--- src/rtl/cpu_pkg.sv ---
// Shared widths, arbiter FSM states and the pending-queue entry record
// used by the register-file write-port arbiter.
package cpu_pkg;

  localparam int REG_W  = 5;
  localparam int DATA_W = 32;

  typedef enum logic [1:0] {
    IDLE,
    PEND,
    DRAIN
  } arb_state_e;

  typedef struct packed {
    logic              live;
    logic [REG_W-1:0]  rd;
    logic [DATA_W-1:0] data;
  } pend_entry_t;

endpackage

--- src/rtl/wb_pend_fifo.sv ---
// Circular buffer of pending MDU results with per-entry live bits and a
// kill-by-address port that retires entries overwritten by the pipeline.
module wb_pend_fifo
  import cpu_pkg::*;
#(
  parameter int DEPTH = 2
) (
  input  logic                     clk,
  input  logic                     rst_n,
  input  logic                     push_i,
  input  pend_entry_t              push_entry_i,
  input  logic                     pop_i,
  input  logic                     kill_i,
  input  logic [REG_W-1:0]         kill_rd_i,
  output pend_entry_t              head_o,
  output logic [$clog2(DEPTH):0]   count_o
);

  localparam int AW = $clog2(DEPTH);

  logic [AW:0]       wr_ptr_q, rd_ptr_q;
  logic [DEPTH-1:0]  live_q;
  logic [REG_W-1:0]  rd_q   [DEPTH];
  logic [DATA_W-1:0] data_q [DEPTH];
  logic [AW-1:0]     wr_idx, rd_idx;

  assign wr_idx  = wr_ptr_q[AW-1:0];
  assign rd_idx  = rd_ptr_q[AW-1:0];
  assign count_o = wr_ptr_q - rd_ptr_q;
  assign head_o  = '{live: live_q[rd_idx], rd: rd_q[rd_idx], data: data_q[rd_idx]};

  // Live bits are cleared on pop, so a stale slot can never match a kill.
  // NOTE: sequential state uses non-blocking assignments so every register
  // samples the pre-edge values, independent of statement order.
  always_ff @(posedge clk or negedge rst_n) begin
    if (!rst_n) begin
      wr_ptr_q <= '0;
      rd_ptr_q <= '0;
      live_q   <= '0;
    end else begin
      for (int i = 0; i < DEPTH; i++) begin
        if (kill_i && live_q[i] && (rd_q[i] == kill_rd_i)) live_q[i] <= 1'b0;
      end
      if (pop_i) begin
        live_q[rd_idx] <= 1'b0;
        rd_ptr_q       <= rd_ptr_q + (AW+1)'(1);
      end
      if (push_i) begin
        live_q[wr_idx] <= push_entry_i.live;
        wr_ptr_q       <= wr_ptr_q + (AW+1)'(1);
      end
    end
  end

  // NOTE: payload storage has no reset; only the live bits and pointers
  // define validity, so resetting the data array would just cost flops.
  always_ff @(posedge clk) begin
    if (push_i) begin
      rd_q[wr_idx]   <= push_entry_i.rd;
      data_q[wr_idx] <= push_entry_i.data;
    end
  end

endmodule

--- src/rtl/wb_port_arbiter.sv ---
// Shares the register-file write port between the MEM/WB stage and queued
// MDU results, forcing a pipeline stall when a queued result starves.
module wb_port_arbiter #(
  parameter int DATA_W     = cpu_pkg::DATA_W,
  parameter int REG_W      = cpu_pkg::REG_W,
  parameter int QDEPTH     = 2,
  parameter int STARVE_MAX = 4
) (
  input  logic                    clk,
  input  logic                    rst_n,
  input  logic                    wb_valid,
  input  logic                    wb_memtoreg,
  input  logic [REG_W-1:0]        wb_rd,
  input  logic [DATA_W-1:0]       wb_alu,
  input  logic [DATA_W-1:0]       wb_mem,
  input  logic                    mdu_valid,
  input  logic [REG_W-1:0]        mdu_rd,
  input  logic [DATA_W-1:0]       mdu_data,
  output logic                    mdu_ready,
  output logic                    stall_req,
  output logic                    rf_we,
  output logic [REG_W-1:0]        rf_waddr,
  output logic [DATA_W-1:0]       rf_wdata,
  output logic [$clog2(QDEPTH):0] q_count
);

  import cpu_pkg::*;

  localparam int CW = $clog2(QDEPTH) + 1;
  localparam int SW = $clog2(STARVE_MAX + 1);

  arb_state_e        state_q, state_d;
  logic [SW-1:0]     starve_q, starve_d;
  logic              rf_we_q, rf_we_d;
  logic [REG_W-1:0]  rf_waddr_q, rf_waddr_d;
  logic [DATA_W-1:0] rf_wdata_q, rf_wdata_d;

  pend_entry_t       head;
  logic [CW-1:0]     count, cnt_nxt;
  logic              enq, deq, wb_take, kill;

  assign mdu_ready = (count != CW'(QDEPTH));
  assign stall_req = (state_q == DRAIN);
  assign enq       = mdu_valid && mdu_ready;
  assign kill      = wb_take && wb_valid;

  wb_pend_fifo #(
    .DEPTH (QDEPTH)
  ) u_fifo (
    .clk          (clk),
    .rst_n        (rst_n),
    .push_i       (enq),
    .push_entry_i ('{live: 1'b1, rd: mdu_rd, data: mdu_data}),
    .pop_i        (deq),
    .kill_i       (kill),
    .kill_rd_i    (wb_rd),
    .head_o       (head),
    .count_o      (count)
  );

  // NOTE: every signal driven here gets a default first, so no path through
  // the case statement can leave one unassigned and infer a latch.
  always_comb begin
    state_d    = state_q;
    starve_d   = starve_q;
    deq        = 1'b0;
    wb_take    = 1'b0;
    rf_we_d    = 1'b0;
    rf_waddr_d = rf_waddr_q;
    rf_wdata_d = rf_wdata_q;

    unique case (state_q)
      IDLE:    wb_take = 1'b1;
      PEND:    if (wb_valid) wb_take = 1'b1; else deq = 1'b1;
      DRAIN:   deq = 1'b1;
      default: wb_take = 1'b1;
    endcase

    if (deq) begin
      rf_we_d    = head.live && (head.rd != '0);
      rf_waddr_d = head.rd;
      rf_wdata_d = head.data;
      starve_d   = '0;
    end else if (wb_take) begin
      rf_we_d    = wb_valid && (wb_rd != '0);
      rf_waddr_d = wb_rd;
      rf_wdata_d = wb_memtoreg ? wb_mem : wb_alu;
      if (state_q == PEND) starve_d = starve_q + SW'(1);
    end

    cnt_nxt = count + CW'(enq) - CW'(deq);

    // Transitions look at post-update occupancy and starvation.
    if (state_q == IDLE) begin
      if (enq) state_d = PEND;
    end else if (cnt_nxt == '0) begin
      state_d = IDLE;
    end else if ((cnt_nxt == CW'(QDEPTH)) || (starve_d >= SW'(STARVE_MAX))) begin
      state_d = DRAIN;
    end else begin
      state_d = PEND;
    end
  end

  always_ff @(posedge clk or negedge rst_n) begin
    if (!rst_n) begin
      state_q    <= IDLE;
      starve_q   <= '0;
      rf_we_q    <= 1'b0;
      rf_waddr_q <= '0;
      rf_wdata_q <= '0;
    end else begin
      state_q    <= state_d;
      starve_q   <= starve_d;
      rf_we_q    <= rf_we_d;
      rf_waddr_q <= rf_waddr_d;
      rf_wdata_q <= rf_wdata_d;
    end
  end

  assign rf_we    = rf_we_q;
  assign rf_waddr = rf_waddr_q;
  assign rf_wdata = rf_wdata_q;
  assign q_count  = count;

endmodule

--- config.mk ---
export PLATFORM = sky130hd
export DESIGN_NAME = wb_port_arbiter
export DESIGN_NICKNAME = d
export VERILOG_FILES = /design/src/rtl/cpu_pkg.sv /design/src/rtl/wb_pend_fifo.sv /design/src/rtl/wb_port_arbiter.sv
export SDC_FILE = /design/constraint.sdc
export NUM_CORES = 1
export LEC_CHECK = 0
export CAP_MARGIN = 10
export CORE_MARGIN = 5
export CORE_UTILIZATION = 45
export DETAILED_ROUTE_END_ITERATION = 7
export GPL_TIMING_DRIVEN = 0
export PLACE_DENSITY = 0.75
export SETUP_SLACK_MARGIN = 0.02
export SLEW_MARGIN = 0
export SYNTH_ARGS = -nofsm -noshare
export SYNTH_HDL_FRONTEND = slang
export SYNTH_HIERARCHICAL = 1
export SYNTH_SLANG_ARGS = --single-unit
export TNS_END_PERCENT = 50
--- constraint.sdc ---
create_clock -name clk -period 3.7 [get_ports clk]
set_clock_uncertainty 0.15 [all_clocks]
set_input_delay 0.74 -clock clk [delete_from_list [all_inputs] [get_ports clk]]
set_output_delay 0.74 -clock clk [all_outputs]
set_load 0.03 [all_outputs]
==> Word-level counts from Yosys, hierarchy flattened <==
Memories as Yosys holds them, arrays and structs flattened.
Cells that the tools add are included.
{ "word_totals": {"register_bits": 49, "mem_bits_rw": 74, "in_bits": 111, "out_inout_bits": 42, "elab_cells": 77, "memories": 2} }
{ "classes": {"n_addsub": 6, "magnitude_cmp": 5, "n_eq_ne": 7, "muxes": 30, "n_bitwise": 3, "n_reduce_logical": 16} }
{ "memory_table": {"columns": ["name", "words", "word_bits", "read_ports", "rd_clocked_by_memory_dff", "write_ports", "line", "text"], "rows": [
  ["u_fifo.data_q", 2, 32, 1, 0, 1, "wb_pend_fifo.sv:24", "logic [DATA_W-1:0] data_q [DEPTH];"],
  ["u_fifo.rd_q", 2, 5, 3, 0, 1, "wb_pend_fifo.sv:23", "logic [REG_W-1:0] rd_q [DEPTH];"]
]} }
{ "op_table": {"columns": ["op", "count"], "rows": [
  ["2-to-1 mux 32 bit", 3],
  ["2-to-1 mux 1 bit", 12],
  ["2-to-1 mux 2 bit", 6],
  ["== test 5 bit", 2],
  ["logical AND 1 bit", 10],
  ["2-to-1 mux 5 bit", 2],
  ["nonzero test 5 bit", 2],
  ["2-to-1 mux 3 bit", 3],
  ["adder 2 x 1 -> 2 bit, second input constant", 2],
  ["== test 2 bit, second input constant", 2],
  ["zero test 2 bit", 2],
  ["less-than comparator 1 x 2 -> 1 bit, second input constant", 2],
  ["inequality test 2 bit, second input constant", 2],
  ["case mux 1 bit (2 select lines)", 2],
  ["adder 3 x 1 -> 3 bit, second input constant", 1],
  [">= comparator 3 bit, second input constant", 1],
  ["adder 2 x 1 -> 2 bit", 1],
  ["bitwise AND 2 bit", 1],
  ["demux 1 bit (select 1 bit)", 2],
  ["== test 2 x 1 -> 1 bit, second input constant", 1],
  [">= comparator 1 bit, second input constant", 2],
  ["inverter 2 bit", 1],
  ["OR 2 bit", 1],
  ["nonzero test 2 bit", 1],
  ["other kinds (3)", 3]
]} }

==> Depth between registers and ports, before layout <==
Gate-level depths: netlist (run 1).
{ "depth": {"depth_word": 10, "depth_mapped": 12, "mapped_depth_nobuf": 12} }

==> By module <==
The synthesis (run 1) kept the hierarchy.
{ "by_module_without_submodules": {"columns": ["mod", "n_inst", "cells_each", "area_per_inst_um2", "seq_area_each_um2"], "rows": [
  ["wb_pend_fifo", 1, 157, 3084.2, 2372.3],
  ["wb_port_arbiter", 1, 288, 2541.2, 1076.0]
]} }

==> Least setup slack after synthesis (run 1) <==
No wires, ideal clock.
{ "synth_timing": {"kind": "flip-flop to flip-flop", "from": "register u_fifo.wr_ptr_q[0]", "to": "register state_q[1]", "setup_time_ps": 133, "arrival_ps": 3054, "required_ps": 3417, "slack_ps": 363, "stages_incl_launch_ff": 12, "path_buffers": 0, "synth_period_minus_slack_ps": 3337, "cell_sequence": "dfrtp_1 inv_1 ha_1 xnor2_1 xnor2_1 nand2b_1 nand2_1 xnor2_1 ha_1 or2_2 nor4b_1 a211oi_1"} }
{ "synth_between": {"elab_chain_cells": 10, "word_cells_on_any_way": 12, "cone_classes": "add/sub (3); eq/ne (3); mux (3); reduce/logical (3)"} }
{ "synth_lines": {"columns": ["element", "line", "text"], "rows": [
  ["start: declaration", "wb_pend_fifo.sv:21", "logic [AW:0] wr_ptr_q, rd_ptr_q;"],
  ["start signal: assignment", "wb_pend_fifo.sv:50", "wr_ptr_q <= wr_ptr_q + (AW+1)'(1);"],
  ["subtractor 2 bit (*)", "wb_pend_fifo.sv:29", "assign count_o = wr_ptr_q - rd_ptr_q;"],
  ["net q_count[1]", "wb_port_arbiter.sv:24", "output logic [$clog2(QDEPTH):0] q_count"],
  ["inequality test 2 bit (*)", "wb_port_arbiter.sv:42", "assign mdu_ready = (count != CW'(QDEPTH));"],
  ["net mdu_ready", "wb_port_arbiter.sv:19", "output logic mdu_ready,"],
  ["logical AND 1 bit (*)", "wb_port_arbiter.sv:44", "assign enq = mdu_valid && mdu_ready;"],
  ["adder 2 x 1 -> 2 bit", "wb_port_arbiter.sv:91", "cnt_nxt = count + CW'(enq) - CW'(deq);"],
  ["subtractor 2 x 1 -> 2 bit", "wb_port_arbiter.sv:91", null],
  ["== test 2 bit", "wb_port_arbiter.sv:98", "end else if ((cnt_nxt == CW'(QDEPTH)) || (starve_d >= SW'(STARVE_MAX))) begin"],
  ["logical OR 1 bit", "wb_port_arbiter.sv:98", null],
  ["2-to-1 mux 2 bit", "wb_port_arbiter.sv:98", null],
  ["2-to-1 mux 2 bit", "wb_port_arbiter.sv:96", "end else if (cnt_nxt == '0) begin"],
  ["2-to-1 mux 2 bit", "wb_port_arbiter.sv:94", "if (state_q == IDLE) begin"],
  ["end signal: assignment", "wb_port_arbiter.sv:113", "state_q <= state_d;"],
  ["end: declaration", "wb_port_arbiter.sv:32", "arb_state_e state_q, state_d;"]
]} }
The timed path passes the listed nets; every way through them passes the cells marked *.
A chain may end at the register's enable or synchronous reset.

==> Worst setup path after layout (run 1) <==
{ "layout_timing": {"from": "register u_fifo.wr_ptr_q[0]", "to": "output port q_count[1]"} }
{ "layout_between": {"elab_chain_cells": 1} }
{ "layout_lines": {"columns": ["element", "line"], "rows": [
  ["subtractor 2 bit", "wb_pend_fifo.sv:29"],
  ["end: declaration", "wb_port_arbiter.sv:24"]
]} }
No other way between the ends.

==> impl_metrics.tcl, run 1 <==
set metrics [dict create \
    dp_hpwl_mm 10.5 \
    dp_cells 766 \
    cts_tree "built" \
    p_int_mw 4.53 \
    vias_per_cell 5.16 \
    synth_ff_type "edfxtp_1" \
    vias 4111 \
    ys_seq_elements 123 \
    ir_drop_mv 0.479 \
    grt_overflow_total 0 \
    drtAntennaViolNets 0 \
    drt-total-wl_mm 14.5 \
    drc 0 \
    start_util_pct 46.4 \
    cp-end-kind "output port" \
    synth_warnings 6 \
    seq_area_frac_synth_pct 61.3 \
    cts_root_buf "clkbuf_16" \
    synth_cell_types 38 \
    dieArea_um2 14800 \
    antenna_found_initial 0 \
    sequentialPowerShare_pct 31.8 \
    rsz0062_at_grt "no" \
    setup_violations 0 \
    cp_data_required_time_ns 2.81 \
    drt_iter0_markers 285 \
    holdCritPathClass "input pin to asynchronous set/reset pin" \
    synth_edf_count 74 \
    clk_latency_ns 0.40 \
    yosys.area.top_type "edfxtp_1" \
    io_buffers 151 \
    synth_top_area_share_pct 39.5 \
    report.final.slew_viol_count 0 \
    drv_cap 0 \
    synthMostInstantiatedCell "edfxtp_1" \
    worstPathArrival_ns 2.20 \
    post-place-ws_ns 0.301 \
    fin_crit_sh_pct 83.6 \
    die_x_um 122 \
    die_h_um 122 \
    synthTopCellsByCount "edfxtp_1 (74), dfrtp_1 (49), nand2_1 (44), nor2_1 (36), a211oi_1 (34)" \
    reg2reg_to "state_q[1]" \
    synthesis.area_um2 5630 \
    cts_resized 0 \
    synth.area.top_cells "edfxtp_1 (40%), dfrtp_1 (22%), mux2_1 (6.0%)" \
    layout_setup_ws_ns 0.607 \
    cts_hold_buffers 0 \
    switching_share_pct 38.6 \
    finalHoldViolations 0 \
    grt_max_degree 38 \
    syn_avg_cell_area_um2 12.6 \
    core-area_um2 12100 \
    fillCellCount 941 \
    timing.slew.headroom_pct 39.0 \
    critPathCapture "q_count[1]" \
    cts_sinks 123 \
    area_delta_synth_final_pct 41.5 \
    power_density_nw_per_um2 926 \
    fmax_mhz 323 \
    p_leak_nw 2.99 \
    layout.nets 734 \
    p_switching_mw 2.84 \
    path_max_fanout 4 \
    async_reset_ff_share_pct 39.8 \
    p_comb_share_pct 45.6 \
    grt_pass1_wl_mm 23.3 \
    rrSetupSlack_ns 0.84 \
    cts_inserted_buffers 17 \
    fin_tns_setup_ns 0 \
    power_frac_clock_pct 22.6 \
    grt_pass1_vias 4603 \
    clk_path_buf_depth 2 \
    critPathKind "flip-flop to output port" \
    synth_cells 445 \
    cts_setup_buffers 0 \
    avgRoutedWirePerCell_um 18.2 \
    r2r_cells 11 \
    grtUsageTotal_pct 20.5 \
    crit_path_start_kind "flip-flop" \
    period_needed_ns 3.09 \
    gp_congestion 0.860 \
    tightest_slew_ns 0.914 \
    timing.critical_path.from "u_fifo/wr_ptr_q[0]" \
    dr.pass1.iters 4 \
    diodes 0 \
    reg2reg_from "state_q[1]" \
    layout.cells.non_filler 797 \
    drive_gt1_share_pct 11.4 \
    outcome "complete, no violations" \
    h-tree-depth 4 \
    io_pins 153 \
    total_power_mw 7.37 \
    row_count 40 \
    path_clk_slew_ns 0.06 \
]
-- how the worst min path moves through the flow --
stage,cells after the start,from,endpoint,slack [ns]
after floorplan,0,rst_n,rf_waddr[0],0.29
after global placement,2,rf_wdata[31],rf_wdata[31],0.31
after detailed placement,2,rf_wdata[1],rf_wdata[1],0.32
after CTS,1,rst_n,rf_wdata[21],0.11
after global routing,1,rst_n,rf_wdata[9],0.13
final,1,rst_n,rf_wdata[21],0.11
-- cell usage in the layout (no fill, tap or decap), types with 11 or more instances in the layout --
master,n
nor2_1,36
clkdlybuf4s50_1,150
clkbuf_16,17
edfxtp_1,74
xor2_1,11
mux2_1,30
buf_2,20
dfrtp_1,49
nor2b_1,32
nand2_1,44
a211oi_1,34
o31ai_1,32
-- critical path, cell delays in order, from the launching register on --
cell and delay [ns]:
dfrtp_1 0.41, inv_1 0.06, ha_1 0.20, xnor2_1 0.13
xnor2_1 0.27, clkdlybuf4s50_1 0.73
-- flip-flops by register name, indices dropped and copies added (netlist names) --
| register | cells |
|---|---|
| u_fifo/data_q | 64 |
| rf_wdata | 32 |
| u_fifo/rd_q | 10 |
| rf_waddr | 5 |
| starve_q | 3 |
| state_q | 2 |
| u_fifo/live_q | 2 |
| u_fifo/rd_ptr_q | 2 |
| u_fifo/wr_ptr_q | 2 |
| rf_we | 1 |
-- layout make-up --
type	count	area [µm²]	area share [%]
Buffer	27	148	1.85
Clock buffer	17	425	5.34
Clock inverter	14	171	2.15
Inverter	11	41.3	0.519
Multi-Input combinational cell	285	1990	25.0
Sequential cell	123	3450	43.3
Tap cell	168	210	2.64
Timing Repair Buffer	152	1530	19.2
-- cell families (layout without fill, tap and decap cells) --
family	after synthesis	in the layout	share of synthesized area, %
simple gates	130	130	11.2
flops	123	123	61.3
compound gates	85	85	11.3
mux	43	43	8.50
buf+inv	38	221	3.36
xor+xnor	19	19	2.96
fa+ha+maj	6	6	1.33
other cells	1	2	0.0667
-- per-layer routing --
metal	track usage, %	routed length [µm]	share of wire [%]	up-vias
met1	25.1	5900	41	1997
li1	-	-	-	1959
met5	0	0	0	-
met4	6.44	149	1.0	0
met3	6.82	1140	7.8	15
met2	34.3	7360	51	140
-- power by group through the flow --
stage	clock network (mW)	registers [mW]	logic [mW]
floorplan	0	2.73	1.77
global placement	0	2.35	3.30
detailed placement	0	2.37	3.40
CTS	1.68	2.35	3.41
global route	1.75	2.40	3.65
finish	1.66	2.35	3.36
-- metrics by stage --
step                util [%]  hold slack, ns  instance area, µm²
global placement        60.7           0.311                7350
finish                  65.7           0.114                7960
CTS                     65.7           0.114                7960
floorplan                  -           0.294                5630
detailed placement      60.8           0.324                7370
global route            65.7           0.129                7960
(Power assumes the default switching activity.)
==> run 2: changes to the inputs <==
Clock period 3.7 ns to 3 ns, I/O delays scaled along.
==> run 2 against run 1 <==
Compared with the run above: non-clock buffer count did not move; power rose by 22%; register-to-register slack got worse by 0.68 ns; sequential power rose by 23%; critical path type is now input pin to flip-flop; via count rose by 0.24%; final area barely moved; critical endpoint is now state_q[1]; routed wire length fell by 0.98%; worst setup slack got worse by 0.45 ns; clock-buffer cell count rose by 5.
==> impl_metrics.tcl, run 2 (same netlist as run 1, synthesis figures left out) <==
set metrics [dict create \
    antenna_found_initial 0 \
    start_util_pct 46.4 \
    cts_sinks 123 \
    area_delta_synth_final_pct 41.6 \
    dp_hpwl_mm 10.4 \
    setup_violations 0 \
    vias 4121 \
    layout.cells.non_filler 798 \
    grtUsageTotal_pct 20.4 \
    final_cell_mix "clkdlybuf4s50_1 (148), edfxtp_1 (74), dfrtp_1 (49)" \
    period_needed_ns 2.85 \
    fmax_mhz 351 \
    dr.pass1.iters 4 \
    grt_pass1_wl_mm 23.2 \
    layout.nets 734 \
    cts_tree "built" \
    report.final.slew_viol_count 0 \
    outcome "complete, no violations" \
    drive_gt1_share_pct 11.9 \
    holdCritPathClass "input pin to asynchronous set/reset pin" \
    crit_path_start_kind "input pin" \
    path_clk_slew_ns 0.05 \
    final_common_cell "clkdlybuf4s50_1" \
    power_density_nw_per_um2 1130 \
    finalHoldViolations 0 \
    avgRoutedWirePerCell_um 18.0 \
    die_h_um 122 \
    r2r_cells 11 \
    io_buffers 151 \
    fin_crit_sh_pct 94.9 \
    tightest_slew_ns 0.915 \
    drc 0 \
    cts_root_buf "clkbuf_16" \
    row_count 40 \
    cts_hold_buffers 0 \
    cp-end-kind "flip-flop" \
    dp_cells 766 \
    grt_pass1_vias 4565 \
    ir_drop_mv 0.546 \
    cts_inserted_buffers 17 \
    h-tree-depth 4 \
    rrSetupSlack_ns 0.16 \
    clk_latency_ns 0.40 \
    worstPathArrival_ns 2.97 \
    core-area_um2 12100 \
    io_pins 153 \
    cp_slowest_cell "clkdlybuf4s50_1" \
    largest_register_ffs 64 \
    cp_data_required_time_ns 3.12 \
    drv_cap 0 \
    layout_setup_ws_ns 0.152 \
    reg2reg_to "state_q[1]" \
    path_max_fanout 12 \
    drt-total-wl_mm 14.4 \
    vias_per_cell 5.16 \
    path_depth 10 \
    post-place-ws_ns -0.281 \
    crit_buf_inv 3 \
    timing.slew.headroom_pct 38.9 \
    cpPeakStageDelay_ns 0.62 \
    die_x_um 122 \
    grt_overflow_total 0 \
    p_leak_nw 3.00 \
    reg2reg_from "state_q[1]" \
    gp_congestion 0.861 \
    regMostFlops "u_fifo/data_q" \
    critPathKind "input pin to flip-flop" \
    path_cells "clkdlybuf4s50_1, nor2b_4, o21ai_4, inv_2, clkbuf_4, xnor2_1, ha_1, or2_2, nor4b_1, a211oi_1" \
    dieArea_um2 14800 \
    diodes 0 \
    rsz0062_at_grt "yes" \
    path_delay_family "buffers and inverters" \
    finish.utilization_pct 65.8 \
    total_power_mw 9.02 \
    drtAntennaViolNets 0 \
    drt_iter0_markers 228 \
    clk_path_buf_depth 2 \
    grt_max_degree 38 \
]
run 2: what timing repair did:
action                                  in CTS  in global routing
endpoints found under the setup margin      39                 39
gates resized for setup                      4                  7
setup buffers                                0                  0
pin swaps                                    1                  1
run 2: worst max-delay path by stage:
stage	start	end	slack (ns)
2_1_floorplan	u_fifo/wr_ptr_q[0]	u_fifo/data_q[0][0]	0.02
3_3_place_gp	u_fifo/rd_ptr_q[0]	u_fifo/data_q[1][5]	-0.34
3_5_place_dp	wb_valid	state_q[1]	-0.28
4_1_cts	u_fifo/wr_ptr_q[0]	u_fifo/data_q[0][7]	0.03
5_1_grt	u_fifo/wr_ptr_q[0]	u_fifo/data_q[0][7]	-0.04
6_report	wb_valid	state_q[1]	0.15
run 2: cell type report:
cell class | count | area (µm²)
multi-input combinational | 285 | 2030
fill | 953 | 4150
tap | 168 | 210
clock inverter | 10 | 103
clock buffer | 22 | 444
timing repair buffer | 152 | 1530
buffer | 27 | 150
sequential | 123 | 3450
inverter | 11 | 50.0
run 2: stage by stage:
step	hold WS, ns	instance area (µm²)	TNS [ns]
2_1_floorplan	0.154	5650	0
3_3_place_gp	0.311	7370	-33.03
3_5_place_dp	0.315	7380	-8.62
4_1_cts	0.00753	7940	0
5_1_grt	0.0238	7970	-1.07
6_report	0.00477	7970	0
run 2: where the power goes:
part | switching (mW) | internal [mW]
Sequential | 0.299 | 2.59
Clock | 0.684 | 1.21
Combinational | 2.50 | 1.75
run 2: per-layer routing:
layer	part of all wire, %	vias up	routed length, µm	track usage, %
met1	40	2007	5820	24.7
met2	52	136	7490	34.9
li1	-	1972	-	-
met4	0.51	0	74	6.16
met5	0	-	0	0
met3	7.0	6	1010	6.31
==> run 3: changes to the inputs <==
Settings changed: CORE_UTILIZATION 45 to 48, PLACE_DENSITY 0.75 to 0.8, TNS_END_PERCENT 50 to not set.
==> run 3 against run 2 <==
Compared with the run above: sequential share of layout area decreased by 0.26 points; highest routed layer is now met5; clock-buffer cell count decreased by 3; final area increased by 0.61%; via count increased by 3.0%; hold slack improved by 0.32 ns; cell count decreased by 2.5%; sequential power about the same; first-iteration DRC count decreased by 12%; worst setup slack improved by 0.079 ns; critical endpoint unchanged.
==> impl_metrics.tcl, run 3 (same netlist as run 1, synthesis figures left out) <==
set metrics [dict create \
    ir_drop_mv 1.08 \
    crit_path_start_kind "flip-flop" \
    gp_congestion 0.878 \
    drc 0 \
    fmax_mhz 361 \
    drv_cap 0 \
    regMostFlops "u_fifo/data_q" \
    grtUsageTotal_pct 21.9 \
    reg2reg_from "u_fifo/rd_ptr_q[0]" \
    grt_overflow_total 0 \
    drtAntennaViolNets 0 \
    hold_start "rf_wdata[27]" \
    critPathKind "flip-flop to flip-flop" \
    grt_pass1_vias 4803 \
    io_pins 153 \
    outcome "complete, no violations" \
    hold_depth 2 \
    path_max_fanout 6 \
    finalHoldViolations 0 \
    cp_data_required_time_ns 3.13 \
    path_clk_slew_ns 0.06 \
    tightest_slew_ns 0.536 \
    drt_iter0_markers 200 \
    final_common_cell "clkdlybuf4s50_1" \
    rsz0062_at_grt "no" \
    layout_setup_ws_ns 0.230 \
    dieArea_um2 14000 \
    dr.pass1.iters 5 \
    cts_root_buf "clkbuf_16" \
    grt_pass1_wl_mm 24.2 \
    power_density_nw_per_um2 1150 \
    fin_crit_sh_pct 92.3 \
    fin_tns_setup_ns 0 \
    dp_cells 741 \
    io_buffers 151 \
    cts_tree "built" \
    cpPeakStageDelay_ns 0.46 \
    cts_sinks 123 \
    dpl_cell_area_um2 7350 \
    switching_share_pct 39.1 \
    start_util_pct 49.1 \
    path_cells "ha_1, xnor2_1, xnor2_2, nand2b_4, nand2_1, xnor2_1, ha_1, or2_2, nor4b_2, a211oi_1" \
    row_count 39 \
    fin_area_um2 8010 \
    cts_inserted_buffers 17 \
    area_delta_synth_final_pct 42.5 \
    largest_register_ffs 64 \
    clk_path_buf_depth 2 \
    p_comb_share_pct 46.6 \
    p_switching_mw 3.59 \
    drive_gt1_share_pct 13.1 \
    post-place-ws_ns -0.359 \
    vias 4246 \
    rrSetupSlack_ns 0.23 \
    reg2reg_to "state_q[1]" \
    antenna_found_initial 1 \
    diodes 0 \
    h-tree-depth 4 \
    die_h_um 118 \
    cp-end-kind "flip-flop" \
    final_cell_mix "clkdlybuf4s50_1 (147), edfxtp_1 (74), dfrtp_1 (49)" \
    r2r_cells 10 \
    dp_hpwl_mm 10.7 \
    vias_per_cell 5.46 \
    period_needed_ns 2.77 \
    hold_path_end "rf_wdata[27]" \
    cp_slowest_cell "dfrtp_1" \
    avgRoutedWirePerCell_um 19.2 \
    p_leak_nw 3.04 \
    clk_latency_ns 0.41 \
    layout.nets 739 \
    timing.slew.headroom_pct 64.3 \
    report.final.slew_viol_count 0 \
    holdCritPathClass "flip-flop to flip-flop" \
    setup_violations 0 \
    drt-total-wl_mm 14.9 \
    power_frac_clock_pct 21.9 \
    die_x_um 118 \
    worstPathArrival_ns 2.90 \
    grt_max_degree 38 \
    p_int_mw 5.61 \
    sequentialPowerShare_pct 31.4 \
    layout.cells.non_filler 778 \
    core-area_um2 11500 \
]
-- run 3: area by class of cell --
class | count | area, µm²
Fill cell | 806 | 3450
Sequential cell | 123 | 3450
Multi-Input combinational cell | 285 | 2020
Timing Repair Buffer | 156 | 1570
Clock buffer | 19 | 453
Tap cell | 143 | 179
Buffer | 27 | 150
Clock inverter | 13 | 141
Inverter | 11 | 47.5
Timing Repair inverter | 1 | 7.51
-- run 3: worst max-delay path, delay by kind of cell (launching register included) --
family	cells	cell delay (ns)
AOI/OAI and AO/OA	1	0.08
xor gates and xnor gates	3	0.61
adders and majority gates	2	0.52
DFF	1	0.46
and+or+nand+nor	4	0.83
-- run 3: what timing repair did --
| action | 4_1_cts | 5_1_grt |
|---|---|---|
| setup endpoints to repair | 39 | 75 |
| hold buffers | 1 | 0 |
| gates resized for setup | 3 | 6 |
| hold endpoints to repair | 16 | 0 |
| setup buffers | 0 | 3 |
| pin swaps | 0 | 0 |
| cloned | 1 | 0 |
-- run 3: stage by stage --
| stage | hold WS (ns) | power [mW] | utilization [%] |
|---|---|---|---|
| after floorplan | 0.154 | 5.59 | - |
| after global placement | 0.312 | 6.98 | 64.0 |
| after detailed placement | 0.316 | 7.17 | 64.1 |
| after CTS | 0.329 | 9.21 | 69.4 |
| after global routing | 0.351 | 9.73 | 69.9 |
| final | 0.327 | 9.20 | 69.9 |
-- run 3: power groups by stage --
| stage | logic (mW) | clock network, mW | registers (mW) |
|---|---|---|---|
| finish | 4.29 | 2.02 | 2.89 |
| global route | 4.64 | 2.13 | 2.97 |
| CTS | 4.26 | 2.05 | 2.90 |
| detailed placement | 4.25 | 0 | 2.92 |
| global placement | 4.09 | 0 | 2.89 |
| floorplan | 2.23 | 0 | 3.36 |
-- run 3: routing by layer --
metal | routed length (µm) | track usage (%) | vias up | share of wire (%)
met5 | 7 | 0 | - | 0.047
met4 | 296 | 8.03 | 2 | 2.0
met3 | 1130 | 7.12 | 31 | 7.5
met2 | 7590 | 37.8 | 197 | 51
met1 | 5880 | 25.6 | 2039 | 39
li1 | - | - | 1977 | -
-- run 3: worst max path at each step --
stage / startpoint / to / slack (ns) / cells past startpoint
final: u_fifo/rd_ptr_q[0] / state_q[1] / 0.23 / 10
after global routing: u_fifo/wr_ptr_q[0] / state_q[1] / 0.03 / 11
after CTS: u_fifo/rd_ptr_q[0] / u_fifo/data_q[0][19] / 0.03 / 8
after detailed placement: wb_valid / state_q[1] / -0.36 / 10
after global placement: rst_n / rf_wdata[1] / -0.34 / 1
after floorplan: u_fifo/wr_ptr_q[0] / u_fifo/data_q[0][0] / 0.02 / 9
